<file path="src/rtl/regfile_stream_ctrl.sv">
// regfile_stream_ctrl: streams bytes between cmd/in/out handshakes and an 8x8 register file (one write port, one combinational read port).
module regfile_stream_ctrl (
  input  logic       clk,
  input  logic       reset,
  input  logic       cmd_valid,
  output logic       cmd_ready,
  input  logic       cmd_op,
  input  logic [2:0] cmd_base,
  input  logic [2:0] cmd_len,
  input  logic       in_valid,
  output logic       in_ready,
  input  logic [7:0] in_data,
  output logic       out_valid,
  input  logic       out_ready,
  output logic [7:0] out_data,
  output logic       busy,
  output logic       rf_write_en,
  output logic [2:0] rf_write_addr,
  output logic [7:0] rf_write_data,
  output logic [2:0] rf_read_addr,
  input  logic [7:0] rf_read_data
);
  typedef enum logic [1:0] {IDLE, LOAD, DUMP_RD, DUMP_OUT} state_t;
  state_t state, state_n;
  logic [2:0] ptr, ptr_n, rem, rem_n;
  logic [7:0] data_n;
  logic step;
  assign step = (state == LOAD && in_valid) || (state == DUMP_OUT && out_ready);
  assign cmd_ready = !reset && state == IDLE;
  assign in_ready = !reset && state == LOAD;
  assign out_valid = !reset && state == DUMP_OUT;
  assign busy = !reset && state != IDLE;
  assign rf_write_en = !reset && state == LOAD && in_valid;
  assign rf_write_addr = ptr;
  assign rf_write_data = in_data;
  assign rf_read_addr = ptr;
  always_ff @(posedge clk) begin
    if (reset) begin
      state <= IDLE;
      ptr <= 3'd0;
      rem <= 3'd0;
      out_data <= 8'h00;
    end else begin
      state <= state_n;
      ptr <= ptr_n;
      rem <= rem_n;
      out_data <= data_n;
    end
  end
  always_comb begin
    state_n = state;
    ptr_n = ptr;
    rem_n = rem;
    data_n = out_data;
    case (state)
      IDLE: if (cmd_valid) begin
        state_n = cmd_op ? DUMP_RD : LOAD;
        ptr_n = cmd_base;
        rem_n = cmd_len;
      end
      LOAD: if (in_valid) state_n = rem == 3'd0 ? IDLE : LOAD;
      DUMP_RD: begin
        state_n = DUMP_OUT;
        data_n = rf_read_data;
      end
      DUMP_OUT: if (out_ready) state_n = rem == 3'd0 ? IDLE : DUMP_RD;
      default: state_n = IDLE;
    endcase
    if (step && rem != 3'd0) begin
      ptr_n = ptr + 3'd1;
      rem_n = rem - 3'd1;
    end
  end
endmodule
</file>
<file path="config.mk">
export PLATFORM = sky130hd
export DESIGN_NAME = regfile_stream_ctrl
export DESIGN_NICKNAME = d
export VERILOG_FILES = /design/src/rtl/regfile_stream_ctrl.sv
export SDC_FILE = /design/constraint.sdc
export NUM_CORES = 1
export LEC_CHECK = 0
export CORE_AREA = 4 4 70 46
export DETAILED_ROUTE_END_ITERATION = 7
export DIE_AREA = 0 0 74 50
export GPL_TIMING_DRIVEN = 0
export PLACE_DENSITY = 0.75
export SYNTH_ARGS = -nofsm -noshare
export SYNTH_HDL_FRONTEND = slang
export SYNTH_SLANG_ARGS = --single-unit
</file>
<file path="constraint.sdc">
create_clock -name clk -period 4.5 [get_ports clk]
set_input_delay 1.125 -clock clk [delete_from_list [all_inputs] [get_ports clk]]
set_output_delay 1.125 -clock clk [all_outputs]
set_load 0.1 [all_outputs]
</file>
==> impl_metrics.toml, run 1 <==
[placement]
post-place-ws_ns = 0.137
dp_hpwl_mm = 1.88
post_dp_cell_area_um2 = 1390
place.gp.congestion = 0.728
dp.cells = 177
io_buffers = 46

[layout]
drive_above_1_share = 0.149
fin_cells = 180
fin_nets = 181
antenna_cells = 0
fin_area_um2 = 1430
area_growth_pct = 63.2
post-route-util = 0.570

[logic_synthesis]
synth-seq-cells = 16
yosysWarnings = 0
yosysSeqAreaShare = 0.366
yosys.area.top_type = "dfxtp_1"
synth_edf_count = 0
synth_cell_types = 28
synth_area_um2 = 875
synth_top_family_by_area = "simple AND/OR/NAND/NOR gates"
syn-num-nets = 130
synthSimpleGateAreaFrac = 0.222
synthArstFlopShare = 0
synthMuxAreaShare = 0.103
synth_compound_area_frac = 0.119
synth_top_area_frac = 0.366
syn_inst = 99
avgSynthCellArea_um2 = 8.83
ys.flop_type = "dfxtp_1"
synth.top_cells.by_count = "16 x dfxtp_1, 13 x buf_4, 11 x nor2_1"
synthAdderAreaFrac = 0.0429
synth_most_common_cell = "dfxtp_1"
synth-xor-area-share = 0
synth_area_leaders = "dfxtp_1 37%, buf_4 11%, mux2i_1 10%"

[pwr]
leakage_nw = 0.545
power_uw = 559
power_density_nw_per_um2 = 392
vdd_drop_max_uv = 143

[route]
vias_per_cell = 4.87
ant_nets = 0
drt-initial-drc-count = 29
vias = 876
drt-total-wl_mm = 2.36
dr.pass1.iters = 4
avgRoutedWirePerCell_um = 13.1
drc = 0

[die]
num_rows = 14
die_height_um = 50
fp.dieW_um = 74
die-area_um2 = 3700
start_util = 0.349
core_um2 = 2500
io_pins = 55

[worst_setup_path]
path_class = "in -> out"
cpPeakStageDelay_ns = 0.96
crit_top_cell = "clkdlybuf4s50_1"
startpoint = "reset"
cp.buffers_inverters = 3
crit_family = "buffers and inverters"
start_kind = "primary input"
path_max_fanout = 10
cp_slowest_cell = "clkdlybuf4s50_1"
r2r_start = "rem[0]"
path_cells = "clkdlybuf4s50_1 > clkbuf_1 > and3b_1 > clkdlybuf4s50_1"
worstPathArrival_ns = 3.24
critPathRequiredTime_ns = 3.38
end_kind = "primary output"

[global_route]
grtUsageTotal = 0.131
grt_pass1_vias = 815
grt_overflow_total = 0
grt_pass1_wl_mm = 3.74
antenna_found_initial = 0
grt_max_degree = 11

[sta]
finalSetupTns_ns = 0
clock.fmax_mhz = 229
timing.final.crit_share = 0.970
finalMaxSlewViolations = 0
setup_ws_ns = 0.136
setup_violations = 0
max-slew-margin-rel = 0.340
fin_skew_ns = 0.0113
final-hold-violation-count = 0
hold_slack_ns = 0.493
worst_pin_slew_ns = 0.987
grt_setup_unrepaired = "false"
period_minus_slack_ns = 4.36

[cts]
cts_setup_buffers = 0
tritoncts = "built"
h-tree-depth = 1
clkSinkCount = 16
clock_path_buffers = 2
cts.repair.resized = 0
cts.clk_slew.worst_paths_ns = 0.05
root_buffer = "clkbuf_8"
cts-hold-fix-buffers = 0
cts_buffers = 3
clk-insertion-delay-late_ns = 0.26

[min_path]
hold_path.class = "reg -> reg"
hp-start = "out_data[5]"

[outcome]
status = "completed"

[job]
cap_violations = 0
## registers in the layout, summed over array words and instances (netlist names)
name          count
out_data          8
rem               3
rf_read_addr      3
state             2
## path summary, 6_finish.rpt
kind         cells past startpoint              end  slack, ns
min reg2reg                      2      out_data[5]       0.49
max                              4        out_valid       0.14
min                              2      out_data[5]       0.49
max reg2reg                      6  rf_read_addr[1]       2.76
## power breakdown
group          internal [mW]  switching, mW
combinational         0.0889          0.194
clock                 0.0595         0.0499
sequential             0.156        0.00985
total                  0.305          0.254
## logic make-up (layout without fill, tap and decap cells)
kind of cell | Yosys count | in the layout
AND/OR/NAND/NOR | 36 | 36
buffers and inverters | 21 | 70
flip-flops | 16 | 16
AO/OA/AOI/OAI | 14 | 14
multiplexers | 9 | 9
adder cells (fa/ha/maj) | 3 | 3
## area by class of cell
cell class,count,area [µm²]
inverter,4,15.0
sequential,16,320
tap,32,40.0
timing repair buffer,46,460
buffer,17,114
clock buffer,3,41.3
multi-input combinational,62,437
fill,219,1080
## worst reg2reg max path, stage by stage (launching register included)
cell,delay [ns]
dfxtp_1,0.35
inv_1,0.06
ha_1,0.19
ha_1,0.20
nand2b_2,0.24
or2_1,0.32
a311oi_1,0.29
## placed cells by master, fill, tap and decap left out, types with 2 or more instances in the layout
master and n:
ha_1 3, mux2i_1 9, dfxtp_1 16, clkbuf_8 3, nor3b_2 2, buf_4 13
nor2_1 11, inv_1 4, a311oi_1 3, o22ai_1 2, nand2_1 10, nor3_1 2
a21oi_1 3, nor3b_1 2, clkbuf_1 3, clkdlybuf4s50_1 46, a221oi_1 3
## per-layer routing
metal / wire [µm] / global-route usage / vias up
li1: - / - / 437
met1: 1030 / 0.168 / 411
met2: 1160 / 0.207 / 24
met3: 141 / 0.0467 / 4
met4: 28 / 0.0361 / 0
met5: 0 / 0 / -
No activity file was read; power rests on OpenSTA's default activity.
==> inputs of run 2 (changes only) <==
--- a/config.mk
+++ b/config.mk
@@ -9,6 +9,7 @@
 export DETAILED_ROUTE_END_ITERATION = 7
 export DIE_AREA = 0 0 74 50
 export GPL_TIMING_DRIVEN = 0
+export MAX_ROUTING_LAYER = met4
 export PLACE_DENSITY = 0.75
 export SYNTH_ARGS = -nofsm -noshare
 export SYNTH_HDL_FRONTEND = slang
==> run 2 against run 1 <==
Clock-buffer cell count unchanged. Combinational power about the same. Non-clock buffer count unchanged. Critical path type unchanged. Largest cell class unchanged. Largest power group unchanged. Highest routed layer unchanged.
==> impl_metrics.toml, run 2 (synthesized netlist as in run 1, its figures left out) <==
[min_path]
hold_end = "out_data[5]"
worstHoldPathCells = 2
hp-start = "out_data[5]"
hold_path.class = "reg -> reg"

[worst_setup_path]
r2r_end = "rf_read_addr[2]"
worstPathArrival_ns = 3.24
critPathRequiredTime_ns = 3.38
worst-r2r-setup-slack_ns = 2.77
end_kind = "primary output"
r2r_start = "rem[0]"
reg2reg_depth = 6
path_max_fanout = 10
path_class = "in -> out"
start_kind = "primary input"

[pwr]
vdd_drop_max_uv = 144
leakage_nw = 0.545
power_density_nw_per_um2 = 391

[placement]
place.gp.congestion = 0.737
dp_hpwl_mm = 1.88
io_buffers = 46
post_dp_cell_area_um2 = 1390

[global_route]
grt_pass1_wl_mm = 3.75
grtUsageTotal = 0.135
antenna_found_initial = 0
grt_max_degree = 11
grt_overflow_total = 0
grt_pass1_vias = 817

[route]
drc = 0
ant_nets = 0
drt-total-wl_mm = 2.37
vias_per_cell = 4.86
avgRoutedWirePerCell_um = 13.1
drt-initial-drc-count = 27
dr.pass1.iters = 4
vias = 875

[sta]
finalMaxSlewViolations = 0
worst_pin_slew_ns = 0.987
finalSetupTns_ns = 0
grt_setup_unrepaired = "false"
setup_violations = 0
final-hold-violation-count = 0
max-slew-margin-rel = 0.340
clock.fmax_mhz = 229
timing.final.crit_share = 0.970
period_minus_slack_ns = 4.36
fin_skew_ns = 0.00976

[die]
core_um2 = 2500
die_height_um = 50
die-area_um2 = 3700
fp.dieW_um = 74
num_rows = 14
io_pins = 55
start_util = 0.349

[layout]
fin_area_um2 = 1430
final_cell_mix = "46 x clkdlybuf4s50_1, 16 x dfxtp_1, 13 x buf_4"
antenna_cells = 0
largest_reg_flops = 8
drive_above_1_share = 0.149
area_growth_pct = 63.2
largest-register = "out_data"
fin_nets = 181
seq_area_um2 = 320
final_common_cell = "clkdlybuf4s50_1"
multi_input_area_um2 = 437
fill_cells = 219

[outcome]
status = "completed"

[cts]
cts-hold-fix-buffers = 0
h-tree-depth = 1
tritoncts = "built"
root_buffer = "clkbuf_8"
cts.clk_slew.worst_paths_ns = 0.05
cts.repair.resized = 0
cts_setup_buffers = 0
cts_buffers = 3
clk-insertion-delay-late_ns = 0.26
clock_path_buffers = 2
clkSinkCount = 16

[job]
cap_violations = 0
==> run 2: cell counts in the layout (fill, tap and decap cells not counted) <==
No cell type changed its count.
==> run 2: worst max-delay path by stage <==
stage / start / end / slack (ns)
CTS: reset / out_valid / 0.14
global route: reset / out_valid / 0.05
global placement: reset / out_valid / 0.16
floorplan: reset / cmd_ready / 0.02
finish: reset / out_valid / 0.14
detailed placement: reset / out_valid / 0.14
==> run 2: worst max-delay path, cell delays in order <==
cell and delay, ns:
clkdlybuf4s50_1 0.52, clkbuf_1 0.41, and3b_1 0.23, clkdlybuf4s50_1 0.96
==> run 2: area by class of cell <==
cell class                      instances  area share
Timing Repair Buffer                   46       0.323
Multi-Input combinational cell         62       0.306
Sequential cell                        16       0.224
Buffer                                 17      0.0798
Clock buffer                            3      0.0289
Tap cell                               32      0.0280
Inverter                                4      0.0105
==> run 2: metrics by stage <==
stage / utilization / power, mW / setup slack [ns] / hold WS (ns) / std cells
floorplan: - / 0.384 / 0.0239 / 0.455 / 99
global placement: 0.553 / 0.448 / 0.163 / 0.471 / 177
detailed placement: 0.553 / 0.453 / 0.137 / 0.486 / 177
CTS: 0.570 / 0.561 / 0.136 / 0.496 / 180
global route: 0.570 / 0.583 / 0.0459 / 0.525 / 180
finish: 0.570 / 0.559 / 0.135 / 0.493 / 180
==> run 2: power breakdown <==
group	internal (mW)	total, mW	switching [mW]	leakage (nW)
clock network	0.0595	0.109	0.0496	0.0216
registers	0.156	0.166	0.00988	0.131
logic	0.0889	0.283	0.194	0.392
total	0.305	0.559	0.254	0.545
==> run 2: per-layer routing <==
layer	track usage	wire length, µm	up-vias	share of wire
li1	-	-	438	-
met1	0.168	1040	409	0.44
met2	0.207	1150	24	0.49
met3	0.0467	145	4	0.061
met4	0.0361	29	0	0.012
met5	-	0	-	0
==> inputs of run 3 (changes only) <==
--- a/config.mk
+++ b/config.mk
@@ -5,12 +5,14 @@
 export SDC_FILE = /design/constraint.sdc
 export NUM_CORES = 1
 export LEC_CHECK = 0
-export CORE_AREA = 4 4 70 46
+export CELL_PAD_IN_SITES_DETAIL_PLACEMENT = 0
+export CELL_PAD_IN_SITES_GLOBAL_PLACEMENT = 1
+export CORE_AREA = 4 4 82 53
 export DETAILED_ROUTE_END_ITERATION = 7
-export DIE_AREA = 0 0 74 50
+export DIE_AREA = 0 0 86 57
 export GPL_TIMING_DRIVEN = 0
 export MAX_ROUTING_LAYER = met4
-export PLACE_DENSITY = 0.75
+export PLACE_DENSITY_LB_ADDON = 0.1
 export SYNTH_ARGS = -nofsm -noshare
 export SYNTH_HDL_FRONTEND = slang
 export SYNTH_SLANG_ARGS = --single-unit
==> constraint.sdc (replaced) <==
create_clock -name clk -period 4.16 [get_ports clk]
set_input_delay 1.04 -clock clk [delete_from_list [all_inputs] [get_ports clk]]
set_output_delay 1.04 -clock clk [all_outputs]
set_load 0.1 [all_outputs]
==> run 3 against run 2 <==
Cell count increased by 8.9%. Wire length increased by 3.9%. Clock skew decreased by 0.0083 ns. Via count decreased by 3.0%. Clock power increased by 26%. Global-route usage decreased by 3.3 points. Critical endpoint is now rf_write_en. Flip-flop and latch count unchanged. First-iteration DRC count decreased by 56%. Die area increased by 32%. Non-clock buffer count unchanged. Worst hold slack improved by 0.0015 ns.
==> impl_metrics.toml, run 3 (synthesized netlist as in run 1, its figures left out) <==
[outcome]
status = "completed"

[placement]
io_buffers = 46
post-place-ws_ns = -0.0886
dp_hpwl_mm = 1.99
place.gp.congestion = 0.723

[global_route]
grt_pass1_wl_mm = 3.86
grt_pass1_vias = 841
grt_max_degree = 11
antenna_found_initial = 0
grtUsageTotal = 0.102
grt_overflow_total = 0

[layout]
final_common_cell = "clkdlybuf4s50_1"
seq_area_um2 = 320
largest_reg_flops = 8
area_growth_pct = 67.4
antenna_cells = 0
multi_input_area_um2 = 442
final_cell_mix = "42 x clkdlybuf4s50_1, 16 x dfxtp_1, 13 x buf_4"
drive_above_1_share = 0.161
fin_nets = 181
largest-register = "out_data"
fill_cells = 380

[route]
avgRoutedWirePerCell_um = 12.5
vias_per_cell = 4.33
drt-initial-drc-count = 12
ant_nets = 0
dr.pass1.iters = 4
drt-total-wl_mm = 2.46
drc = 0
vias = 849

[sta]
period_minus_slack_ns = 4.09
finalMaxSlewViolations = 0
clock.fmax_mhz = 245
setup_ws_ns = 0.0722
setup_violations = 0
hold_slack_ns = 0.495
worst_pin_slew_ns = 0.978
final-hold-violation-count = 0
timing.final.crit_share = 0.983
fin_skew_ns = 0.00149
grt_setup_unrepaired = "false"
max-slew-margin-rel = 0.346

[cts]
clk-insertion-delay-late_ns = 0.24
cts_setup_buffers = 0
clkSinkCount = 16
tritoncts = "built"
root_buffer = "clkbuf_8"
cts.clk_slew.worst_paths_ns = 0.06
clock_path_buffers = 2
cts_buffers = 3
h-tree-depth = 1

[pwr]
power_uw = 623
vdd_drop_max_uv = 161
power_density_nw_per_um2 = 425
leakage_nw = 0.580

[die]
die_height_um = 57
start_util = 0.243
fp.dieW_um = 86
core_um2 = 3590
num_rows = 17
io_pins = 55
die-area_um2 = 4900

[worst_setup_path]
critPathRequiredTime_ns = 3.12
worstPathArrival_ns = 3.05
end_kind = "primary output"
path_max_fanout = 3
start_kind = "primary input"
path_class = "in -> out"
r2r_start = "rem[0]"
startpoint = "in_valid"

[min_path]
hold_path.class = "reg -> reg"
hp-start = "rem[2]"

[job]
cap_violations = 0
## run 3: cell count changes in the layout (fill, tap and decap cells not counted), sizes merged
cell and change:
clkdlybuf4s50 -4, dlygate4sd2 +3, dlymetal6s2s +1, clkbuf +1
## run 3: path summary, 6_finish.rpt
check / end / slack [ns] / cells after the start
max: rf_write_en / 0.07 / 3
max reg2reg: rf_read_addr[2] / 2.37 / 6
min: rem[2] / 0.49 / 2
min reg2reg: rem[2] / 0.49 / 2
## run 3: per-layer routing
layer / global-route usage / routed length (µm)
met1: 0.121 / 1100
met2: 0.162 / 1160
met3: 0.0346 / 168
met4: 0.0339 / 27
met5: - / 0
## run 3: where the power goes
group / leakage (nW) / switching [mW] / total (mW) / internal, mW
clock network: 0.0288 / 0.0534 / 0.137 / 0.0838
logic: 0.421 / 0.211 / 0.306 / 0.0946
registers: 0.131 / 0.0109 / 0.180 / 0.169
## run 3: what timing repair did
| action | 4_1_cts | 5_1_grt |
|---|---|---|
| endpoints found under the setup margin | 3 | 1 |
| hold buffers | 0 | 0 |
| gates resized for setup | 3 | 1 |
| gates cloned | 0 | 0 |
## run 3: cell type report
| cell class | instances | share of cell area |
|---|---|---|
| Buffer | 17 | 0.0778 |
| Clock buffer | 4 | 0.0376 |
| Inverter | 4 | 0.0103 |
| Multi-Input combinational cell | 62 | 0.302 |
| Sequential cell | 16 | 0.219 |
| Tap cell | 47 | 0.0402 |
| Timing Repair Buffer | 46 | 0.314 |
## run 3: worst max-delay path, stage by stage
cell	delay [ns]
clkdlybuf4s50_1	0.50
nor4bb_2	0.31
clkdlybuf4s50_1	1.19
## run 3: per-stage QoR
stage | utilization | std cells | cell area (µm²) | TNS (ns)
final | 0.407 | 196 | 1460 | 0
after global routing | 0.407 | 196 | 1460 | 0
after CTS | 0.407 | 196 | 1460 | 0
after detailed placement | 0.392 | 192 | 1410 | -0.123
after global placement | 0.392 | 192 | 1410 | -0.0845
after floorplan | - | 99 | 891 | 0
